--- config.mk ---
export PLATFORM = sky130hd
export DESIGN_NAME = trap_sequencer
export DESIGN_NICKNAME = d
export VERILOG_FILES = /design/src/rtl/trap_sequencer.sv
export SDC_FILE = /design/constraint.sdc
export NUM_CORES = 1
export LEC_CHECK = 0
export ABC_AREA = 1
export ABC_CLOCK_PERIOD_IN_PS = 4600
export CORE_MARGIN = 2
export CORE_UTILIZATION = 30
export DETAILED_ROUTE_END_ITERATION = 7
export PLACE_DENSITY = 0.59
export SLEW_MARGIN = 30
export SYNTH_ARGS = -nofsm -noshare
export SYNTH_HDL_FRONTEND = slang
export SYNTH_SLANG_ARGS = --single-unit
--- constraint.sdc ---
create_clock -name clk -period 4.6 [get_ports clk]
set_input_delay 0.92 -clock clk [delete_from_list [all_inputs] [get_ports clk]]
set_output_delay 0.92 -clock clk [all_outputs]
set_load 0.02 [all_outputs]
--- src/rtl/trap_sequencer.sv ---
// M-mode trap/mret sequencer: prioritises MEM-stage traps, writes mepc/mcause/mtval/mstatus
// one per cycle through the CSR write port, then redirects fetch to mtvec (or mepc on mret).
module trap_sequencer #(
    parameter bit MTVEC_VECTORED = 1'b0,
    parameter bit IRQ_EN         = 1'b1
) (
    input  logic        clk,
    input  logic        rst,
    input  logic        ext_irq,
    input  logic        illegal,
    input  logic        ecall,
    input  logic        l_fault,
    input  logic        s_fault,
    input  logic        mret,
    input  logic [31:0] epc,
    input  logic [31:0] tval_in,
    input  logic [31:0] mstatus,
    input  logic [31:0] mtvec,
    input  logic [31:0] mepc,
    output logic        csr_w,
    output logic [11:0] csr_waddr,
    output logic [31:0] csr_wdata,
    output logic [1:0]  csr_wsc_mode,
    output logic        stall,
    output logic        flush,
    output logic        redirect,
    output logic [31:0] redirect_pc
);

    localparam logic [2:0] S_IDLE    = 3'd0;
    localparam logic [2:0] S_W_EPC   = 3'd1;
    localparam logic [2:0] S_W_CAUSE = 3'd2;
    localparam logic [2:0] S_W_TVAL  = 3'd3;
    localparam logic [2:0] S_W_STAT  = 3'd4;
    localparam logic [2:0] S_M_STAT  = 3'd5;
    localparam logic [2:0] S_REDIR   = 3'd6;

    localparam logic [11:0] A_MSTATUS = 12'h300;
    localparam logic [11:0] A_MEPC    = 12'h341;
    localparam logic [11:0] A_MCAUSE  = 12'h342;
    localparam logic [11:0] A_MTVAL   = 12'h343;

    logic [2:0]  state_q, state_d;
    logic [31:0] cause_q, cause_d;
    logic [31:0] epc_q, epc_d;
    logic [31:0] tval_q, tval_d;
    logic [31:0] stat_q, stat_d;
    logic        is_mret_q, is_mret_d;

    logic        irq_take;
    logic        exc_any;
    logic        trap_req;
    logic [31:0] stat_trap;
    logic [31:0] stat_mret;
    logic [31:0] tvec_base;
    logic [31:0] tvec_off;
    logic        unused_mtvec_mode;

    assign unused_mtvec_mode = ^mtvec[1:0];

    assign irq_take = IRQ_EN && ext_irq && mstatus[3];
    assign exc_any  = illegal | ecall | l_fault | s_fault;
    assign trap_req = irq_take | exc_any;

    // Trap entry: MPP=M, MPIE<=MIE, MIE=0. mret: MIE<=MPIE, MPIE=1, MPP stays M.
    always_comb begin
        stat_trap        = stat_q;
        stat_trap[12:11] = 2'b11;
        stat_trap[7]     = stat_q[3];
        stat_trap[3]     = 1'b0;

        stat_mret        = stat_q;
        stat_mret[3]     = stat_q[7];
        stat_mret[7]     = 1'b1;
        stat_mret[12:11] = 2'b11;
    end

    assign tvec_base = {mtvec[31:2], 2'b00};
    assign tvec_off  = (MTVEC_VECTORED && cause_q[31]) ? {26'd0, cause_q[3:0], 2'b00} : 32'd0;

    always_comb begin
        state_d      = state_q;
        cause_d      = cause_q;
        epc_d        = epc_q;
        tval_d       = tval_q;
        stat_d       = stat_q;
        is_mret_d    = is_mret_q;
        csr_w        = 1'b0;
        csr_waddr    = 12'd0;
        csr_wdata    = 32'd0;
        csr_wsc_mode = 2'b00;
        stall        = 1'b0;
        flush        = 1'b0;
        redirect     = 1'b0;
        redirect_pc  = 32'd0;

        case (state_q)
            S_IDLE: begin
                if (trap_req) begin
                    stall     = 1'b1;
                    flush     = 1'b1;
                    epc_d     = epc;
                    stat_d    = mstatus;
                    is_mret_d = 1'b0;
                    state_d   = S_W_EPC;
                    if (irq_take) begin
                        cause_d = 32'h8000_000B;
                        tval_d  = 32'd0;
                    end else if (illegal) begin
                        cause_d = 32'd2;
                        tval_d  = tval_in;
                    end else if (ecall) begin
                        cause_d = 32'd11;
                        tval_d  = 32'd0;
                    end else if (l_fault) begin
                        cause_d = 32'd5;
                        tval_d  = tval_in;
                    end else begin
                        cause_d = 32'd7;
                        tval_d  = tval_in;
                    end
                end else if (mret) begin
                    stall     = 1'b1;
                    flush     = 1'b1;
                    stat_d    = mstatus;
                    is_mret_d = 1'b1;
                    state_d   = S_M_STAT;
                end
            end
            S_W_EPC: begin
                csr_w        = 1'b1;
                csr_wsc_mode = 2'b01;
                csr_waddr    = A_MEPC;
                csr_wdata    = epc_q;
                stall        = 1'b1;
                state_d      = S_W_CAUSE;
            end
            S_W_CAUSE: begin
                csr_w        = 1'b1;
                csr_wsc_mode = 2'b01;
                csr_waddr    = A_MCAUSE;
                csr_wdata    = cause_q;
                stall        = 1'b1;
                state_d      = S_W_TVAL;
            end
            S_W_TVAL: begin
                csr_w        = 1'b1;
                csr_wsc_mode = 2'b01;
                csr_waddr    = A_MTVAL;
                csr_wdata    = tval_q;
                stall        = 1'b1;
                state_d      = S_W_STAT;
            end
            S_W_STAT: begin
                csr_w        = 1'b1;
                csr_wsc_mode = 2'b01;
                csr_waddr    = A_MSTATUS;
                csr_wdata    = stat_trap;
                stall        = 1'b1;
                state_d      = S_REDIR;
            end
            S_M_STAT: begin
                csr_w        = 1'b1;
                csr_wsc_mode = 2'b01;
                csr_waddr    = A_MSTATUS;
                csr_wdata    = stat_mret;
                stall        = 1'b1;
                state_d      = S_REDIR;
            end
            S_REDIR: begin
                stall       = 1'b1;
                redirect    = 1'b1;
                redirect_pc = is_mret_q ? mepc : (tvec_base + tvec_off);
                state_d     = S_IDLE;
            end
            default: state_d = S_IDLE;
        endcase
    end

    always_ff @(posedge clk or posedge rst) begin
        if (rst) begin
            state_q   <= S_IDLE;
            cause_q   <= 32'd0;
            epc_q     <= 32'd0;
            tval_q    <= 32'd0;
            stat_q    <= 32'd0;
            is_mret_q <= 1'b0;
        end else begin
            state_q   <= state_d;
            cause_q   <= cause_d;
            epc_q     <= epc_d;
            tval_q    <= tval_d;
            stat_q    <= stat_d;
            is_mret_q <= is_mret_d;
        end
    end

endmodule
# After elaboration in Yosys (flattened, before gate mapping)
# Cells that the tools add are included.
[word_totals]
reg_bits = 132
input_bits = 168
output_inout_bits = 82
wordCells = 50
[op_classes]
n_eq_ne = 7
mux = 25
bitwise = 4
n_reduce_logical = 8
[ops]
columns = ["operator", "n"]
rows = [
  ["$mux W32", 8],
  ["$pmux W32 S5", 1],
  ["$pmux W10 S4", 1],
  ["$pmux W3 S5", 1],
  ["$eq A3 B3 Y1 const B", 3],
  ["$mux W1", 8],
  ["$mux W4", 2],
  ["$eq A3 B2 Y1 const B", 2],
  ["$mux W3", 2],
  ["$reduce_or A6 Y1", 1],
  ["$reduce_or A5 Y1", 1],
  ["$or A1 B1 Y1", 4],
  ["$reduce_and A2 Y1", 2],
  ["$eq A3 B1 Y1 const B", 1],
  ["$logic_not A3 Y1", 1],
  ["$ne A3 B3 Y1 const B", 1],
  ["$mux W2", 1],
  ["$pmux W1 S2", 1],
  ["$reduce_bool A2 Y1", 1],
  ["$reduce_or A2 Y1", 1],
  ["$logic_and A1 B1 Y1", 1],
]

# Depth between registers and ports, before layout
[logic_depth]
depth_word = 6
mapped_depth = 9
ltp_nobuf = 7

# Worst setup path after synthesis
# Ideal clock, no wire load.
[synth_path]
path_kind = "input to output"
startpoint = "input ecall"
endpoint = "output stall"
arrival_time_ns = 1.517
required_time_ns = 3.680
setup_slack_ns = 2.163
cell_stages = 4
n_path_buf = 0
path_cell_list = "nor2_1 > nand4_1 > nand2_1 > nand3_1"
[synth_between]
elab_chain_cells = 6
[synth_lines]
columns = ["item", "line_no", "text"]
rows = [
  ["start, declared", "11", "input logic ecall,"],
  ["$or A1 B1 Y1 (3 in series)", "62", "assign exc_any = illegal | ecall | l_fault | s_fault;"],
  ["$or A1 B1 Y1", "63", "assign trap_req = irq_take | exc_any;"],
  ["$mux W1", "99", "if (trap_req) begin"],
  ["$pmux W1 S2", "97", "case (state_q)"],
  ["end, declared", "24", "output logic stall,"],
]
# Every way passes these cells.

# Worst setup path after layout
[layout_path]
startpoint = "register state_q[1]"
endpoint = "output csr_wdata[16]"
[layout_between]
elab_chain_cells = 2
word_cells_on_any_way = 6
classes_between = "eq/ne: 5; mux: 1"
[layout_lines]
columns = ["item", "line_no", "text"]
rows = [
  ["start, declared", "43", "logic [2:0] state_q, state_d;"],
  ["start signal, assigned", "189", "state_q <= state_d;"],
  ["$eq A3 B3 Y1 (tied with other cells)", "97", ""],
  ["$pmux W32 S5 *", "97", ""],
  ["end, declared", "22", "output logic [31:0] csr_wdata,"],
]
# Every way passes the cells marked *; elsewhere a longest branch is shown, timed or not.

==> run_results.csv <==
group,metric,value,unit
status,status,"completed",
final_layout,regArea,2580,sq um
flow_run,maxCapViolCount,0,
yosys,post_synth_xor_area_fraction,0,%
final_layout,layout.nets,1176,
yosys,synth_fa_ha_area_share,0,%
timing,clock_skew,0.00686,ns
timing,timing.final.ws_setup,0.874,ns
critical_path,crit_type,"flop to output port",
critical_path,worst_setup_path_start_kind,"flop",
route,num_vias,5722,
route,drcViolationCount,0,
timing,final_max_slew_viol_count,0,
clock_tree,cts_resized,0,
grt,grt_usage,20.0,%
grt,grt_use_met2,34.8,%
final_layout,fillers,1888,
critical_path,crit_path_top_delay_cell,"clkdlybuf4s50_1",
critical_path,cpPeakStageDelay,0.62,ns
yosys,ys_seq_area_share,47.0,%
clock_tree,numCtsBuffers,9,
final_layout,final_common_cell,"nand2_1",
placed_design,dp_hpwl,13.8,mm
clock_tree,htreeDepth,3,
critical_path,cp.buffers_inverters,5,
power_and_ir_drop,power_density,599,nW/um^2
yosys,synth_simple_gate_area_share,40.2,%
clock_tree,holdBufCountCts,0,
yosys,synth-seq-cells,103,
yosys,synth_mux_area_share,0,%
critical_path,cp.arrival,2.81,ns
yosys,syn_area_per_cell,6.88,sq um
yosys,synth.distinct_cells,17,
grt,grt_start_max_net_pins,56,
grt,grt_busiest_layer,"met2",
route,viasPerCell,4.60,
grt,grt_pass1_wl,30.7,mm
timing,max_freq,268,MHz
critical_path,critical_path_required,3.68,ns
yosys,synth_top_family_by_area,"simple AND/OR/NAND/NOR gates",
critical_path,crit_chain,"inv_2 -> nand2_1 -> buf_4 -> inv_1 -> buf_4 -> nand2_1 -> nand3_1 -> clkdlybuf4s50_1",
yosys,synth_compound_area_share,3.56,%
critical_path,path_delay_family,"buffers and inverters",
clock_tree,cts_tree,"done",
route,drtAntennaViolNets,0,
power_and_ir_drop,p_leak,4.20,nW
floorplanning,fp.dieH,139,um
timing,max_slew_margin,39.4,%
clock_tree,cts_root_buf,"clkbuf_16",
grt,overflow,0,
floorplanning,ioPinCount,250,
timing,hold_viol_final,0,
timing,tightest_slew,0.907,ns
floorplanning,coreArea,18000,sq um
route,wl,19.3,mm
route,wl_per_cell,15.5,um
min_path,min_path_type,"flop to flop",
final_layout,area_growth,51.8,%
final_layout,multi_input_area,2450,sq um
floorplanning,initial_core_util,30.5,%
yosys,synth_area,5480,sq um
clock_tree,post-cts-setup-buffer-count,0,
route,drt_iter0_markers,264,
timing,fin_crit_sh,81.0,%
placed_design,gp_congestion,0.801,
clock_tree,clockBufferDepth,2,
clock_tree,clk_latency,0.34,ns
yosys,ys_warn_count,0,
grt,grt_pass1_vias,5736,
timing,setup-violations-final,0,
floorplanning,die_w,139,um
timing,period_minus_slack,3.73,ns
power_and_ir_drop,ir_drop,0.448,mV
timing,final.setup.tns,0,ns
yosys,syn_inst,797,
placed_design,place_ws,1.06,ns
critical_path,critPathCaptureType,"output port",
grt,antenna_found_initial,1,
timing,grt_setup_unrepaired,"false",
clock_tree,cts_sinks,103,
floorplanning,rows,49,
grt,grt_use_met1,24.4,%
floorplanning,die_area,19400,sq um
placed_design,port-buffer-count,237,
route,drtPass1Iterations,4,
final_layout,layout_common_cells,"nand2_1, clkdlybuf4s50_1, dfrtp_1",
final_layout,layout-drive-gt1-share,3.65,%
critical_path,crit_fanout,18,
clock_tree,cts.clk_slew.worst_paths,0.07,ns
grt,met3_usage,6.25,%
metrics by stage:
stage                     instance area (sq um)  util [%]  total power, mW  std cells  hold slack, ns
after detailed placement                   8000      44.5             4.22       1226           0.465
after floorplan                            5510         -             3.14        804           0.449
final                                      8320      46.3             4.98       1243           0.478
after global routing                       8320      46.3             5.41       1242           0.499
after global placement                     7990      44.5             4.18       1225           0.463
after CTS                                  8320      46.3             5.06       1242           0.484
worst register-to-register path, delay by kind of cell (launching register included):
kind / cells / cell delay [ns]
buf+inv: 3 / 1.02
simple gates: 5 / 0.96
flops: 1 / 0.47
sequential cells by signal, indices dropped and copies added (netlist names):
name	count
state_q	3
cause_q	5
is_mret_q	1
stat_q	30
tval_q	32
epc_q	32
synthesized netlist by cell type, drive strengths merged:
| library cell | n | area share (%) |
|---|---|---|
| a21oi | 1 | 0.091 |
| buf | 36 | 4.3 |
| clkbuf | 23 | 1.6 |
| conb | 1 | 0.068 |
| dfrtp | 103 | 47 |
| inv | 48 | 3.3 |
| nand2 | 430 | 29 |
| nand3 | 92 | 8.4 |
| nand3b | 1 | 0.14 |
| nand4 | 8 | 0.91 |
| nor2 | 15 | 1.0 |
| nor3 | 1 | 0.18 |
| o21ai | 38 | 3.5 |
cells by family after synthesis:
family	Yosys count
compound gates	39
buf+inv	107
flops	103
other cells	1
simple gates	547
routing by layer:
layer / part of all wire, % / wire length [um]
met4: 1.3 / 249
met3: 8.0 / 1540
met5: 0 / 0
met2: 49 / 9470
met1: 42 / 8030
final cells by class:
type,count,area share (%)
Clock inverter,5,0.992
Clock buffer,11,2.80
Timing Repair Buffer,252,30.1
Multi-Input combinational cell,594,29.5
Sequential cell,103,31.0
Tap cell,229,3.44
Antenna cell,1,0.0301
Inverter,48,2.20
power breakdown:
group / switching (mW) / total, mW / internal (mW)
combinational: 1.61 / 2.64 / 1.03
sequential: 0.213 / 1.52 / 1.31
clock: 0.343 / 0.822 / 0.479
total: 2.16 / 4.98 / 2.82
worst paths after layout:
kind	from	endpoint	slack, ns	cells after the start
min in group asynchronous	rst	epc_q[17]	1.04	2
max in group asynchronous	rst	tval_q[23]	2.69	3
hold / removal	epc_q[19]	epc_q[19]	0.48	2
hold reg to reg	epc_q[19]	epc_q[19]	0.48	2
setup / recovery	state_q[1]	csr_wdata[16]	0.87	8
setup reg to reg	state_q[0]	epc_q[1]	2.07	8
Note: power is estimated with default switching activity, not from simulation.
